### config.mk
export PLATFORM = sky130hd
export DESIGN_NAME = comparador_serial_cascata
export DESIGN_NICKNAME = d
export VERILOG_FILES = /design/src/rtl/comparador_serial_cascata.sv
export SDC_FILE = /design/constraint.sdc
export NUM_CORES = 1
export LEC_CHECK = 0
export CELL_PAD_IN_SITES_DETAIL_PLACEMENT = 0
export CELL_PAD_IN_SITES_GLOBAL_PLACEMENT = 2
export CORE_ASPECT_RATIO = 1.5
export CORE_MARGIN = 4
export CORE_UTILIZATION = 24
export DETAILED_ROUTE_END_ITERATION = 12
export PLACE_DENSITY_LB_ADDON = 0.25
export SLEW_MARGIN = 10
export SYNTH_ARGS = -nofsm -noshare
export SYNTH_HDL_FRONTEND = slang
export SYNTH_SLANG_ARGS = --single-unit
### constraint.sdc
create_clock -name clock -period 1.7 [get_ports clock]
set_input_delay 0.34 -clock clock [delete_from_list [all_inputs] [get_ports clock]]
set_output_delay 0.34 -clock clock [all_outputs]
set_load 0.005 [all_outputs]
### src/rtl/comparador_serial_cascata.sv
// Nibble-serial magnitude comparator, LSB nibble first.
// Drives 7485-style cascade outputs from registers only.
module comparador_serial_cascata #(
  parameter int N_DIGITOS = 4,
  localparam int W = $clog2(N_DIGITOS)
) (
  input  logic         clock,
  input  logic         reset_n,
  input  logic         iniciar,
  input  logic         digito_valido,
  input  logic [3:0]   digito_A,
  input  logic [3:0]   digito_B,
  output logic         ocupado,
  output logic         fim,
  output logic [W-1:0] contagem_digitos,
  output logic         A_maior_que_B,
  output logic         A_menor_que_B,
  output logic         A_igual_a_B
);

  typedef enum logic [1:0] {
    OCIOSO,
    COMPARANDO,
    CONCLUIDO
  } estado_t;

  // result vector is {maior, menor, igual}
  localparam logic [2:0] RES_NEUTRO = 3'b001;
  localparam logic [2:0] RES_MAIOR  = 3'b100;
  localparam logic [2:0] RES_MENOR  = 3'b010;

  localparam logic [W-1:0] ULTIMO = W'(N_DIGITOS - 1);
  localparam logic [W-1:0] UM     = W'(1);

  estado_t      estado_q;
  estado_t      estado_d;
  logic [W-1:0] cont_q;
  logic [W-1:0] cont_d;
  logic [2:0]   res_q;
  logic [2:0]   res_d;
  logic         ocupado_q;
  logic         ocupado_d;
  logic         fim_q;
  logic         fim_d;

  logic ultimo;

  assign ultimo = (cont_q == ULTIMO);

  always_ff @(posedge clock or negedge reset_n) begin
    if (!reset_n) begin
      estado_q <= OCIOSO;
    end else begin
      estado_q <= estado_d;
    end
  end

  always_comb begin
    estado_d = estado_q;
    unique case (estado_q)
      OCIOSO: begin
        if (iniciar) estado_d = COMPARANDO;
      end
      COMPARANDO: begin
        if (digito_valido && ultimo) estado_d = CONCLUIDO;
      end
      CONCLUIDO: begin
        estado_d = iniciar ? COMPARANDO : OCIOSO;
      end
      default: estado_d = OCIOSO;
    endcase
  end

  // A nibble that differs overrides everything less significant.
  always_comb begin
    res_d     = res_q;
    cont_d    = cont_q;
    ocupado_d = (estado_d == COMPARANDO);
    fim_d     = (estado_d == CONCLUIDO);
    unique case (estado_q)
      COMPARANDO: begin
        if (digito_valido) begin
          if (digito_A > digito_B) begin
            res_d = RES_MAIOR;
          end else if (digito_A < digito_B) begin
            res_d = RES_MENOR;
          end
          cont_d = ultimo ? '0 : cont_q + UM;
        end
      end
      OCIOSO, CONCLUIDO: begin
        if (iniciar) begin
          res_d  = RES_NEUTRO;
          cont_d = '0;
        end
      end
      default: begin
        res_d  = RES_NEUTRO;
        cont_d = '0;
      end
    endcase
  end

  always_ff @(posedge clock or negedge reset_n) begin
    if (!reset_n) begin
      cont_q    <= '0;
      res_q     <= RES_NEUTRO;
      ocupado_q <= 1'b0;
      fim_q     <= 1'b0;
    end else begin
      cont_q    <= cont_d;
      res_q     <= res_d;
      ocupado_q <= ocupado_d;
      fim_q     <= fim_d;
    end
  end

  assign ocupado          = ocupado_q;
  assign fim              = fim_q;
  assign contagem_digitos = cont_q;
  assign A_maior_que_B    = res_q[2];
  assign A_menor_que_B    = res_q[1];
  assign A_igual_a_B      = res_q[0];

endmodule

# Word-level counts from Yosys, hierarchy flattened
# Cells that the tools add are included.
# op_classes
n_addsub	1
order_cmp	2
eq_ne	8
muxes	13
n_reduce_logical	5
# op_table
op	count
3-bit two-way mux	4
2-bit two-way mux	5
2-bit equality test (second input constant)	3
2-bit one-hot mux with 3 select lines	1
3-bit one-hot mux with 2 select lines	1
2-bit by 1-bit equality test with 1-bit output (second input constant)	2
4-bit greater-than comparator	1
4-bit < comparator	1
2-bit != test (second input constant)	2
2-bit one-hot mux with 2 select lines	1
3-bit != test (second input constant)	1
3-bit AND reduction	1
2-bit by 1-bit adder with 2-bit output (second input constant)	1
2-bit logical NOT	1
2-bit AND reduction	1
2-bit OR reduction	1
1-bit logical AND	1
1-bit two-way mux	1
# totals
regBits	9
in_bits	12
wordCells	34

# Depth between registers and ports, before layout
# Gate-level depths: netlist of run 1.
# depth
word_depth	5
mapped_depth	6
ltp_nobuf	6

# Least setup slack after synthesis of run 1
# No wires, ideal clock.
# synth_path
kind	input to register
start	input digito_B[2]
end	register res_q[0]
setup_ns	0.083
arrival_ns	1.427
required_ns	1.617
setup_slack_ns	0.190
cell_stages	6
n_path_buf	0
cell_sequence	inv_1 ha_1 a21oi_1 nand3b_1 a31o_1 a221o_1
# synth_between
elab_chain_cells	4
word_cells_on_any_way	7
classes_between	order compare (2); eq/ne (1); mux (3); reduce/logical (1)
# synth_lines
element	line	text
start, declared	12	input logic [3:0] digito_B,
4-bit greater-than comparator	83	if (digito_A > digito_B) begin
3-bit two-way mux	83	
3-bit two-way mux	82	if (digito_valido) begin
3-bit one-hot mux with 2 select lines	80	unique case (estado_q)
end signal, assigned	112	res_q <= res_d;
end, declared	39	logic [2:0] res_q;
# Several ways; a longest one is shown, not always the timed one. The select of a mux whose other input is x is not followed.
# A chain may end at the register's enable or synchronous reset.

# Worst setup path in the final report of run 1
# layout_path
start	input digito_A[0]
end	register res_q[0]
# layout_between
elab_chain_cells	4
word_cells_on_any_way	7
classes_between	order compare (2); eq/ne (1); mux (3); reduce/logical (1)
# layout_lines
element	line	text
start, declared	11	input logic [3:0] digito_A,
4-bit greater-than comparator	83	
3-bit two-way mux	83	
3-bit two-way mux	82	
3-bit one-hot mux with 2 select lines	80	
# Several ways; a longest one is shown, not always the timed one. The select of a mux whose other input is x is not followed.

==> results of run 1 <==
==> worst register-to-register path: stages (launching register included) <==
cell and delay [ns]:
dfrtp_1 0.41, and2b_1 0.23, a31o_1 0.23, a221o_1 0.32
==> stage by stage <==
stage | hold WS (ns) | cell area (µm²)
floorplan | 0.0444 | 470
global placement | 0.487 | 707
detailed placement | 0.491 | 707
CTS | 0.375 | 757
global route | 0.376 | 785
finish | 0.367 | 785
==> cells in the mapped netlist <==
cell type / number / share of area (%)
o21a_1: 1 / 1.6
a221o_1: 1 / 2.1
dfrtp_1: 8 / 43
nand2b_1: 1 / 1.3
o2bb2ai_1: 1 / 1.9
a31o_1: 1 / 1.9
dfstp_2: 1 / 5.6
nor2_1: 2 / 1.6
ha_1: 5 / 13
and2_1: 1 / 1.3
and3_1: 2 / 2.7
nand3b_1: 2 / 3.2
and4_1: 1 / 1.9
a21oi_1: 2 / 2.1
inv_1: 4 / 3.2
and2b_1: 1 / 1.6
a21o_1: 2 / 3.2
nor2b_2: 1 / 1.9
nand2_1: 2 / 1.6
a22o_1: 3 / 5.6
==> power by group through the flow <==
stage                     Combinational (W)  Clock, W  Sequential [W]
after floorplan                    0.000186         0        0.000363
after global placement             0.000424         0        0.000361
after detailed placement           0.000424         0        0.000360
after CTS                          0.000435  0.000171        0.000359
after global routing               0.000484  0.000196        0.000374
final                              0.000437  0.000165        0.000357
==> state kept, by name, indices dropped and copies added, names as in the netlist <==
register / count
contagem_digitos: 2
estado_q: 2
fim: 1
ocupado: 1
res_q: 3
==> kinds of logic after synthesis <==
logic type                 count (synthesis)
buffers and inverters                      4
and+or+nand+nor                           13
DFF                                        9
adders and majority gates                  5
AOI/OAI and AO/OA                         11
==> worst paths after layout <==
kind                                        from                    end  slack, ns  cells past startpoint
max                                  digito_A[0]   res_q[0]$_DFFE_PN1P_       0.03                      6
min                                      reset_n  estado_q[0]$_DFF_PN0_       0.37                      1
max reg2reg                estado_q[0]$_DFF_PN0_   res_q[0]$_DFFE_PN1P_       0.45                      3
min reg2reg                 res_q[2]$_DFFE_PN0P_   res_q[2]$_DFFE_PN0P_       0.51                      1
max in group asynchronous                reset_n   res_q[0]$_DFFE_PN1P_       1.02                      1
min in group clock          res_q[2]$_DFFE_PN0P_   res_q[2]$_DFFE_PN0P_       0.51                      1
==> metal layers <==
layer  GRT usage, %  vias up
li1               -      209
met1           10.5      199
met2           13.5       13
met3           5.49        0
met4           2.26        0
met5              0        -
==> layout make-up <==
type,count,area (µm²)
Multi-Input combinational cell,29,265
Timing Repair Buffer,24,225
Fill cell,198,1070
Clock buffer,4,26.3
Inverter,4,15.0
Tap cell,21,26.3
Sequential cell,9,226
==> repair_timing <==
item / in CTS / in global routing
setup buffers: 1 / 1
endpoints found under the setup margin: 2 / 1
gates resized for setup: 2 / 3
pin swaps: 3 / 4
==> impl_metrics.yaml, run 1 <==
placed_design:
  placedCellCount: 85
  hpwl_um: 822
  routabilityCongestion: 0.671
  dp_slack_ns: -0.373
  port_buffers: 18
setup_path:
  critPathCaptureType: "flip-flop"
  crit_type: "in -> reg"
  required_ns: 1.89
  arrival_ns: 1.86
  crit_buf_inv: 2
  crit_fanout: 3
  crit_family: "compound AO/OA/AOI/OAI gates"
  cp_cell_sequence: "clkdlybuf4s50_1, inv_1, ha_1, and4_1, a31o_1, a221o_1"
  startpoint_type: "input pin"
  crit_slowest_cell: "clkdlybuf4s50_1"
  critPathMaxStageDelay_ns: 0.45
yosys:
  postSynthAreaPerCell_um2: 11.2
  synth_cells: 42
  synth-seq-cells: 9
  yosysUniqueCellTypes: 20
  synth_xor_area_share_pct: 0
  synth_top_family_by_area: "compound AO/OA/AOI/OAI gates"
  ys_warn_count: 0
  yosysSeqAreaShare_pct: 48.1
  yosys.area_share.simple_pct: 17.0
  synth_fa_ha_area_share_pct: 13.3
  syn_area_um2: 470
  synth_mux_area_share_pct: 0
  synth_compound_area_share_pct: 18.4
  syn-num-nets: 59
cts:
  root_buffer: "clkbuf_4"
  path_clk_slew_ns: 0.06
  cts_sinks: 9
  cts_hold_buffers: 0
  clk_latency_ns: 0.26
  cts_tree: "built"
  cts_made_buffers: 3
  h-tree-depth: 1
  clockBufferDepth: 2
detailed_routing:
  wl_met1_um: 458
  wl_met2_um: 507
  drc: 0
  antenna_left: 0
  top_layer: "met3"
  wl_per_cell_um: 11.3
  firstDrtPassIters: 2
  dr_total_vias: 421
  wl_met3_um: 66
  routed_via_density: 4.63
  wirelength_um: 1030
  drtIter0Drc: 5
grt:
  antenna_found_initial: 0
  overflow: 0
  grt_max_degree: 10
  grt.total_usage_pct: 8.95
  grt_pass1_vias: 459
  grt_pass1_wl_um: 1860
power_and_ir_drop:
  swShare_pct: 29.5
  power_w: 0.000958
  power_switching_w: 0.000283
  power_frac_comb_pct: 45.6
  leakage_nw: 0.359
  internal_power_w: 0.000676
  seq_power_share_pct: 37.2
  powerDensity_nw_per_um2: 1220
  peakVddDrop_mv: 0.743
  power.share.clock_pct: 17.2
timing:
  slew_headroom_pct: 73.9
  hold_viol: 0
  final-setup-viol-count: 0
  fmax_mhz: 599
  period_minus_slack_ns: 1.67
  max_slew.worst_pin.slew_ns: 0.390
  slew_violations: 0
  fin_worst_skew_ns: 0.00511
  fin_tns_setup_ns: 0
  fin_crit_sh_pct: 98.3
  finalWorstSetupSlack_ns: 0.0297
finish:
  n_antenna_cell: 0
  finalNonFillerCells: 91
  final_cell_mix: "18 x clkdlybuf4s50_1, 8 x dfrtp_1, 6 x buf_4"
  final_util_pct: 42.3
  area_growth_pct: 66.8
  finalNetCount: 88
  final_common_cell: "clkdlybuf4s50_1"
  drive_gt1_share_pct: 21.4
die:
  die_w_um: 44.2
  core-area_um2: 1850
  floorplan.initialDensity_pct: 25.4
  die_h_um: 62.2
  die_area_um2: 2750
  ios: 19
  rows: 19
outcome:
  outcome: "completed"
hold_path:
  hp-class: "in -> async"
job:
  cap_violations: 0
No activity file was read; power rests on OpenSTA's default activity.
==> run 2, diff against run 1 <==
Settings changed: MAX_ROUTING_LAYER set to met4.
==> results of run 2 <==
Same layout as run 1: the final DEF is identical, and so are final timing and power.
Main changes from that run: final weighted congestion in routability-driven placement 0.671 -> 0.678; overall routing resource usage 8.95% -> 9.19%; violation count after the first detailed-route iteration 5 -> 7
==> run 3, diff against run 2 <==
Settings changed: SKIP_CTS_REPAIR_TIMING set to 1.
==> impl_metrics.yaml, run 3 (same netlist as run 1, synthesis figures left out) <==
cts:
  h-tree-depth: 1
  cts_sinks: 9
  clockBufferDepth: 2
  clk_latency_ns: 0.26
  root_buffer: "clkbuf_4"
  cts_tree: "built"
  path_clk_slew_ns: 0.06
  cts_made_buffers: 3
setup_path:
  crit_type: "in -> reg"
  reg2reg_from: "estado_q[0]$_DFF_PN0_"
  crit_buf_inv: 1
  crit_family: "compound AO/OA/AOI/OAI gates"
  cp_num_cells: 6
  startpoint_type: "input pin"
  arrival_ns: 1.84
  reg2reg_setup_slack_ns: 0.48
  crit_slowest_cell: "clkdlybuf4s50_1"
  critPathCaptureType: "flip-flop"
  crit_fanout: 3
  critPathMaxStageDelay_ns: 0.51
  required_ns: 1.89
  cp_cell_sequence: "clkdlybuf4s50_1, ha_4, a21oi_2, nand3b_1, a31o_1, a221o_1"
  ff2ff_path_depth: 3
  timing.rr.end: "res_q[0]$_DFFE_PN1P_"
grt:
  grt_pass1_wl_um: 1830
  grt_pass1_vias: 450
  grt.total_usage_pct: 9.07
  antenna_found_initial: 0
  grt_max_degree: 10
  overflow: 0
job:
  cap_violations: 0
power_and_ir_drop:
  leakage_nw: 0.350
  power_w: 0.000948
  peakVddDrop_mv: 0.743
  powerDensity_nw_per_um2: 1240
hold_path:
  hp-class: "in -> async"
detailed_routing:
  wl_per_cell_um: 11.4
  antenna_left: 0
  firstDrtPassIters: 2
  dr_total_vias: 410
  drtIter0Drc: 7
  routed_via_density: 4.61
  wirelength_um: 1010
  drc: 0
finish:
  final_cell_mix: "18 x clkdlybuf4s50_1, 8 x dfrtp_1, 4 x inv_1, 4 x buf_4"
  area_growth_pct: 62.0
  top_register: "res_q"
  n_antenna_cell: 0
  final_common_cell: "clkdlybuf4s50_1"
  drive_gt1_share_pct: 17.6
  largest_reg_flops: 3
  finalNetCount: 86
timing:
  hold_viol: 0
  final-setup-viol-count: 0
  rsz0062_at_grt: "no"
  fin_worst_skew_ns: 0.00511
  fmax_mhz: 605
  whs_ns: 0.367
  slew_headroom_pct: 73.9
  fin_crit_sh_pct: 97.2
  fin_tns_setup_ns: 0
  period_minus_slack_ns: 1.65
  slew_violations: 0
  max_slew.worst_pin.slew_ns: 0.390
  finalWorstSetupSlack_ns: 0.0484
placed_design:
  hpwl_um: 822
  dp_slack_ns: -0.373
  port_buffers: 18
  routabilityCongestion: 0.678
die:
  die_h_um: 62.2
  rows: 19
  die_area_um2: 2750
  die_w_um: 44.2
  ios: 19
  core-area_um2: 1850
  floorplan.initialDensity_pct: 25.4
outcome:
  outcome: "completed"
-- run 3: changes by cell type in the layout (fill, tap and decap cells not counted), sizes merged --
cell and delta:
buf -2
-- run 3: stage by stage --
stage | util [%] | cells | area, µm²
floorplan | - | 42 | 470
global placement | 38.1 | 85 | 707
detailed placement | 38.1 | 85 | 707
CTS | 39.5 | 89 | 733
global route | 41.1 | 89 | 762
finish | 41.1 | 89 | 762
-- run 3: worst reg2reg max path, cell delays in order, from the launching register on --
cell and delay, ns:
dfrtp_1 0.41, and2b_1 0.23, a31o_1 0.22, a221o_1 0.29
-- run 3: worst max path at each step --
stage | endpoint | start | slack [ns]
floorplan | res_q[0]$_DFFE_PN1P_ | digito_B[2] | 0.19
global placement | res_q[0]$_DFFE_PN1P_ | digito_B[2] | -0.37
CTS | res_q[0]$_DFFE_PN1P_ | digito_B[2] | -0.09
global route | res_q[0]$_DFFE_PN1P_ | digito_B[2] | 0.002
detailed placement | res_q[0]$_DFFE_PN1P_ | digito_B[2] | -0.37
finish | res_q[0]$_DFFE_PN1P_ | digito_A[2] | 0.05
-- run 3: routing by layer --
layer	GRT usage, %	wire length, µm
met5	-	0
met1	10.5	452
met4	2.26	0
met2	13.1	493
met3	5.49	66
-- run 3: power by group --
part           switching, W  total [W]  internal, W
combinational      0.000152   0.000426     0.000274
sequential        0.0000531   0.000357     0.000304
clock             0.0000741   0.000165    0.0000904
-- run 3: cell type report --
type	instances	area, µm²
Clock buffer	4	26.3
Tap cell	21	26.3
Timing Repair Buffer	22	210
Sequential cell	9	226
Inverter	4	15.0
Fill cell	202	1090
Multi-Input combinational cell	29	258
